<file path="config.mk">
export PLATFORM = sky130hd
export DESIGN_NAME = serial_adder_flat
export DESIGN_NICKNAME = d
export VERILOG_FILES = /design/src/rtl/serial_adder_pkg.sv /design/src/rtl/serial_adder_if.sv /design/src/rtl/serial_adder_fa_cell.sv /design/src/rtl/serial_adder.sv /design/src/flat_wrapper.sv
export SDC_FILE = /design/constraint.sdc
export NUM_CORES = 1
export LEC_CHECK = 0
export ABC_AREA = 1
export CAP_MARGIN = 10
export CORE_ASPECT_RATIO = 1.25
export CORE_MARGIN = 1
export CORE_UTILIZATION = 44
export CTS_CLUSTER_SIZE = 14
export DETAILED_ROUTE_END_ITERATION = 10
export PLACE_DENSITY = 0.85
export SYNTH_ARGS = -nofsm -noshare
export SYNTH_HDL_FRONTEND = slang
export SYNTH_SLANG_ARGS = --single-unit
</file>
<file path="constraint.sdc">
create_clock -name clk -period 1 [get_ports clk]
set_input_delay 0.2 -clock clk [delete_from_list [all_inputs] [get_ports clk]]
set_output_delay 0.2 -clock clk [all_outputs]
set_load 0.01 [all_outputs]
</file>
<file path="src/rtl/serial_adder_pkg.sv">
// Shared types and constants for the bit-serial adder.
package serial_adder_pkg;

   localparam int unsigned DEFAULT_WIDTH = 8;

   typedef enum logic [1:0] {
      IDLE  = 2'd0,
      SHIFT = 2'd1,
      DONE  = 2'd2
   } state_t;

   // Bit counter width: must hold values 0..width.
   function automatic int unsigned cnt_width(input int unsigned width);
      return $clog2(width + 1);
   endfunction

endpackage

</file>
<file path="src/rtl/serial_adder_if.sv">
// Start/busy/done handshake and operand/result bus of the serial adder.
// With SERIAL_ADDER_OVF_EN defined the bus also carries the signed-overflow flag ovf.
interface serial_adder_if import serial_adder_pkg::*; #(
   parameter int unsigned WIDTH = DEFAULT_WIDTH
) ();

   logic             start;
   logic [WIDTH-1:0] a;
   logic [WIDTH-1:0] b;
   logic             cin;
   logic             busy;
   logic             done;
   logic [WIDTH-1:0] sum;
   logic             cout;
`ifdef SERIAL_ADDER_OVF_EN
   logic             ovf;

   modport master (output start, a, b, cin, input  busy, done, sum, cout, ovf);
   modport slave  (input  start, a, b, cin, output busy, done, sum, cout, ovf);
`else
   modport master (output start, a, b, cin, input  busy, done, sum, cout);
   modport slave  (input  start, a, b, cin, output busy, done, sum, cout);
`endif

endinterface

</file>
<file path="src/rtl/serial_adder_fa_cell.sv">
// Combinational one-bit full adder used as the serial datapath cell.
module fa_cell (
   input  logic i_a,
   input  logic i_b,
   input  logic i_cin,
   output logic o_sum_c,
   output logic o_cout_c
);

   assign o_sum_c  = i_a ^ i_b ^ i_cin;
   assign o_cout_c = (i_a & i_b) | (i_cin & (i_a ^ i_b));

endmodule

</file>
<file path="src/rtl/serial_adder.sv">
// Bit-serial WIDTH-bit adder, LSB first, with start/busy/done handshake.
// Optional SERIAL_ADDER_OVF_EN adds a registered two's-complement overflow output.
module serial_adder import serial_adder_pkg::*; #(
   parameter int unsigned WIDTH = DEFAULT_WIDTH
) (
   input  logic          clk,
   input  logic          rst_n,
   serial_adder_if.slave bus
);

   localparam int unsigned CNT_W = cnt_width(WIDTH);

   state_t           r_state;
   logic [WIDTH-1:0] r_a_sh;
   logic [WIDTH-1:0] r_b_sh;
   logic [WIDTH-1:0] r_sum;
   logic             r_carry;
   logic             r_cout;
   logic [CNT_W-1:0] r_cnt;
   logic             w_sum;
   logic             w_cout;
   logic             w_last;
`ifdef SERIAL_ADDER_OVF_EN
   logic             r_ovf;
`endif

   fa_cell u_fa (
      .i_a      (r_a_sh[0]),
      .i_b      (r_b_sh[0]),
      .i_cin    (r_carry),
      .o_sum_c  (w_sum),
      .o_cout_c (w_cout)
   );

   assign w_last = (r_cnt == CNT_W'(WIDTH - 1));

   // FSM, counter and shift registers share one clocked process.
   always_ff @(posedge clk or negedge rst_n) begin
      if (!rst_n) begin
         r_state <= IDLE;
         r_a_sh  <= '0;
         r_b_sh  <= '0;
         r_sum   <= '0;
         r_carry <= 1'b0;
         r_cout  <= 1'b0;
         r_cnt   <= '0;
`ifdef SERIAL_ADDER_OVF_EN
         r_ovf   <= 1'b0;
`endif
      end else begin
         case (r_state)
            SHIFT: begin
               r_a_sh  <= r_a_sh >> 1;
               r_b_sh  <= r_b_sh >> 1;
               r_sum   <= (r_sum >> 1) | (WIDTH'(w_sum) << (WIDTH - 1));
               r_carry <= w_cout;
               r_cnt   <= r_cnt + CNT_W'(1);
               if (w_last) begin
                  r_cout  <= w_cout;
`ifdef SERIAL_ADDER_OVF_EN
                  // r_carry holds the carry into the MSB on the final edge.
                  r_ovf   <= r_carry ^ w_cout;
`endif
                  r_state <= DONE;
               end
            end
            default: begin
               // IDLE and DONE accept a new request identically.
               if (bus.start) begin
                  r_a_sh  <= bus.a;
                  r_b_sh  <= bus.b;
                  r_carry <= bus.cin;
                  r_cnt   <= '0;
                  r_state <= SHIFT;
               end else begin
                  r_state <= IDLE;
               end
            end
         endcase
      end
   end

   assign bus.busy = (r_state == SHIFT);
   assign bus.done = (r_state == DONE);
   assign bus.sum  = r_sum;
   assign bus.cout = r_cout;
`ifdef SERIAL_ADDER_OVF_EN
   assign bus.ovf  = r_ovf;
`endif

endmodule
</file>
<file path="src/flat_wrapper.sv">
// flat-port wrapper written by rule: the top's interface ports become plain ports
module serial_adder_flat import serial_adder_pkg::*;
#(
   parameter int unsigned WIDTH = DEFAULT_WIDTH
)
  (clk, rst_n, bus_start, bus_a, bus_b, bus_cin, bus_busy, bus_done, bus_sum, bus_cout);
  serial_adder_if #(.WIDTH(WIDTH)) bus_i ();
  input  logic clk;
  input  logic rst_n;
  input wire logic [$bits(bus_i.start)-1:0] bus_start;
  input wire logic [$bits(bus_i.a)-1:0] bus_a;
  input wire logic [$bits(bus_i.b)-1:0] bus_b;
  input wire logic [$bits(bus_i.cin)-1:0] bus_cin;
  output wire logic [$bits(bus_i.busy)-1:0] bus_busy;
  output wire logic [$bits(bus_i.done)-1:0] bus_done;
  output wire logic [$bits(bus_i.sum)-1:0] bus_sum;
  output wire logic [$bits(bus_i.cout)-1:0] bus_cout;
  assign bus_i.start = bus_start;
  assign bus_i.a = bus_a;
  assign bus_i.b = bus_b;
  assign bus_i.cin = bus_cin;
  assign bus_busy = bus_i.busy;
  assign bus_done = bus_i.done;
  assign bus_sum = bus_i.sum;
  assign bus_cout = bus_i.cout;
  serial_adder #(.WIDTH(WIDTH)) u_core (.clk(clk), .rst_n(rst_n), .bus(bus_i));
endmodule
</file>
==> summary.md <==
| Metric | Value |
|---|---|
| RR Startpoint | `u_core.r_state[0]` |
| Fin cells | `256` |
| PortBufs | `30` |
| Register-to-Register Path Depth | `7` |
| Clock transition at path regs | `0.10 ns` |
| Crit-path cells | `inv_2 > nor2_8 > buf_12 > buf_12 > nor2_4 > nand2_1 > nand3_1` |
| Slew margin rel. | `82.8%` |
| WL final | `3.79 mm` |
| Psw | `around 2400 uW` |
| Detailed Routing Iterations Pass 1 | `4` |
| Sink Count | `32` |
| Pin count of the biggest net entering global routing | `33` |
| Placed Cells | `about 230` |
| Final count of hold timing violations | `0` |
| Crit path max-delay family | `simple AND/OR/NAND/NOR gates` |
| Die Area | `3480 sq um` |
| Sw Ratio | `37.7%` |
| Pint | `around 4000 uW` |
| Layout area overhead | `58.0%` |
| Final HPWL DP | `2.03 mm` |
| Sequential share of the synthesized area | `56.0%` |
| Outcome | `finished with violations` |
| Worst setup path end | `u_core.r_b_sh[0]` |
| Setup violations, final | `40` |
| Mapped Area | `~1400 sq um` |
| Worst slew pin tran | `0.258 ns` |
| Cell variety after synth | `17` |
| DR DRC count | `0` |
| Tcrit/Tclk final | `132%` |
| Power share of the sequential group | `~34%` |
| DR iter-0 viols | `38` |
| First-pass GRT wire length | `5.77 mm` |
| Synth top area share | `56.0%` |
| Combinational Power Share | `53.5%` |
| Synth area leaders | `dfrtp_1 (56%), nand2_1 (15%), nand3_1 (12%)` |
| Max Fclk | `0.755 GHz` |
| CP startpoint | `u_core.r_state[0]` |
| Root buffer cell | `clkbuf_4` |
| Routed Antenna Nets | `0` |
| Nets@finish | `241` |
| PwrDens | `2820 nW/um^2` |
| Antenna diodes | `0` |
| Syn Nets | `178` |
| Design Area, Final | `2260 sq um` |
| DR vias | `1,328` |
| # fillers | `177` |
| Layout cells sized above 1 | `37.3%` |
| CTS buffer count | `5` |
| Maxcap violations | `0` |
| Boundary Pins | `31` |
| HP Class | `in2async` |
| Final Skew | `0.00483 ns` |
| Worst skew pair latency | `approximately 0.34 ns` |
| Placer Congestion | `between 0.7 and 0.8` |
| Worst setup EP type | `flop` |
| Synth area leader | `dfrtp_1` |
| Max stage delay on crit path | `approximately 0.41 ns` |
| Clock H-tree levels | `2` |
| CTS max path bufs | `2` |
| Startpoint Class | `flop` |
| Leakage power | `0.00111 uW` |
| Die Span X | `53.0 um` |
| Maximum vdd ir drop | `1.86 mV` |
| Clock share of power | `between 10 and 15%` |
| FP Rows | `22` |
| Seq cells post-synth | `32` |
| Crit path buffers/inverters | `3` |
| Core Area | `3000 sq um` |
| Violated checks | `setup timing` |
| Global Route Usage Sum | `23.5%` |
| Pwr Total | `approximately 6400 uW` |
| Post-Syn Area per Cell | `9.16 sq um` |
| RSZ-0062 raised after global routing | `true` |
| Initial antenna violation count | `0` |
| Grt total ovfl | `0` |
| Die extent in y | `65.7 um` |
| Vias/cell | `5.19` |
| Stages on worst setup path | `7` |
| Pins over their slew limit | `0` |
| Hold bufs inserted after CTS | `0` |
| Critical path's most frequent cell | `buf_12` |
| Post-DP Area | `approximately 1900 sq um` |
| TNS Setup | `-7.50 ns` |
| Req. time, crit path | `1.29 ns` |
| Starting Density | `47.6%` |
| Drt wl/cell | `14.8 um` |
| CP arrival | `1.61 ns` |
| Reg-to-reg endpoint | `u_core.r_b_sh[0]` |
| Slowest CP cell | `dfrtp_1` |
| Flop2flop setup slack | `-0.32 ns` |
| Final core occ | `75.2%` |
| Final setup margin | `-0.324 ns` |
| CTS tree | `done` |
| Synth warnings | `0` |
| Number of global-route vias before repair | `1,283` |
| Tmin final | `1.32 ns` |
| Worst-path fanout max | `8` |
| Cell count after synthesis | `156` |
| CP Class | `reg2reg` |
cells by family (layout without fill, tap and decap cells):
family / count (synthesis) / count (layout) / synth area share, %
buffers and inverters: 13 / 75 / 5.87
XOR/XNOR: 1 / 1 / 0.613
AND/OR/NAND/NOR: 99 / 101 / 32.0
adder cells (fa/ha/maj): 2 / 2 / 2.28
flip-flops: 32 / 32 / 56.0
AO/OA/AOI/OAI: 9 / 9 / 3.15
layout by cell type (no fill, tap or decap), drive strengths merged, types with 7 or more instances in the layout:
master         netlist  layout
inv                  7       7
clkbuf               0       8
buf                  6      41
nor2                 6       8
nand2               59      59
nand3               33      33
dfrtp               32      32
o21ai                9       9
clkdlybuf4s50        0      19
routing by layer:
layer | track usage [%] | wire (um) | vias to the layer above
met5 | 0 | 0 | -
met1 | 28.0 | 1580 | 640
met2 | 38.3 | 1950 | 47
met4 | 11.2 | 72 | 0
met3 | 6.48 | 185 | 7
li1 | - | - | 634
what timing repair did:
action / 4_1_cts / 5_1_grt
setup buffers: 10 / 4
setup endpoints to repair: 42 / 42
resized for setup: 74 / 22
pin swaps: 7 / 9
gates cloned: 4 / 0
worst min path at each step:
stage / from / to / cells past startpoint
2_1_floorplan: rst_n / u_core.bus.cout / 0
3_3_place_gp: u_core.r_b_sh[7] / u_core.r_b_sh[7] / 2
3_5_place_dp: u_core.r_b_sh[7] / u_core.r_b_sh[7] / 2
4_1_cts: rst_n / u_core.r_a_sh[2] / 2
5_1_grt: rst_n / u_core.bus.sum[5] / 2
6_report: rst_n / u_core.bus.sum[4] / 2
stage by stage:
step | worst slack [ns] | hold WS, ns
5_1_grt | -0.390 | 0.223
6_report | -0.324 | 0.210
3_3_place_gp | -0.281 | 0.454
3_5_place_dp | -0.284 | 0.459
4_1_cts | -0.309 | 0.224
2_1_floorplan | -0.0786 | -0.0956
area by class of cell:
cell class                      count  area (sq um)  area share [%]
Clock buffer                        8          58.8            2.61
Timing Repair Buffer               60           631            27.9
Sequential cell                    32           802            35.5
Tap cell                           36          45.0            2.00
Inverter                            7          26.3            1.16
Multi-Input combinational cell    113           694            30.8
registers in the layout (all words and copies together), names as in the netlist:
name	count
u_core.bus.sum	8
u_core.r_cnt	4
u_core.bus.cout	1
u_core.r_a_sh	8
u_core.r_carry	1
u_core.r_state	2
u_core.r_b_sh	8
Yosys cell counts:
master and instances:
nand2_1 58, nand3_1 33, dfrtp_1 32, o21ai_0 9, inv_1 5, buf_6 4
nor2_1 3, inv_2 2, nor2_8 2, buf_2 1, buf_4 1, fa_1 1
ha_1 1, nand2_2 1, nand4_1 1, nor2_4 1, xnor2_1 1
power by group through the flow:
| stage | registers, uW | logic [uW] | clock network, uW |
|---|---|---|---|
| floorplan | 2190 | 1160 | 0 |
| global placement | 2120 | 2130 | 0 |
| detailed placement | 2140 | 2200 | 0 |
| CTS | 2110 | 2950 | 799 |
| global route | 2200 | 3660 | 852 |
| finish | 2170 | 3400 | 791 |
(Power assumes the default switching activity.)
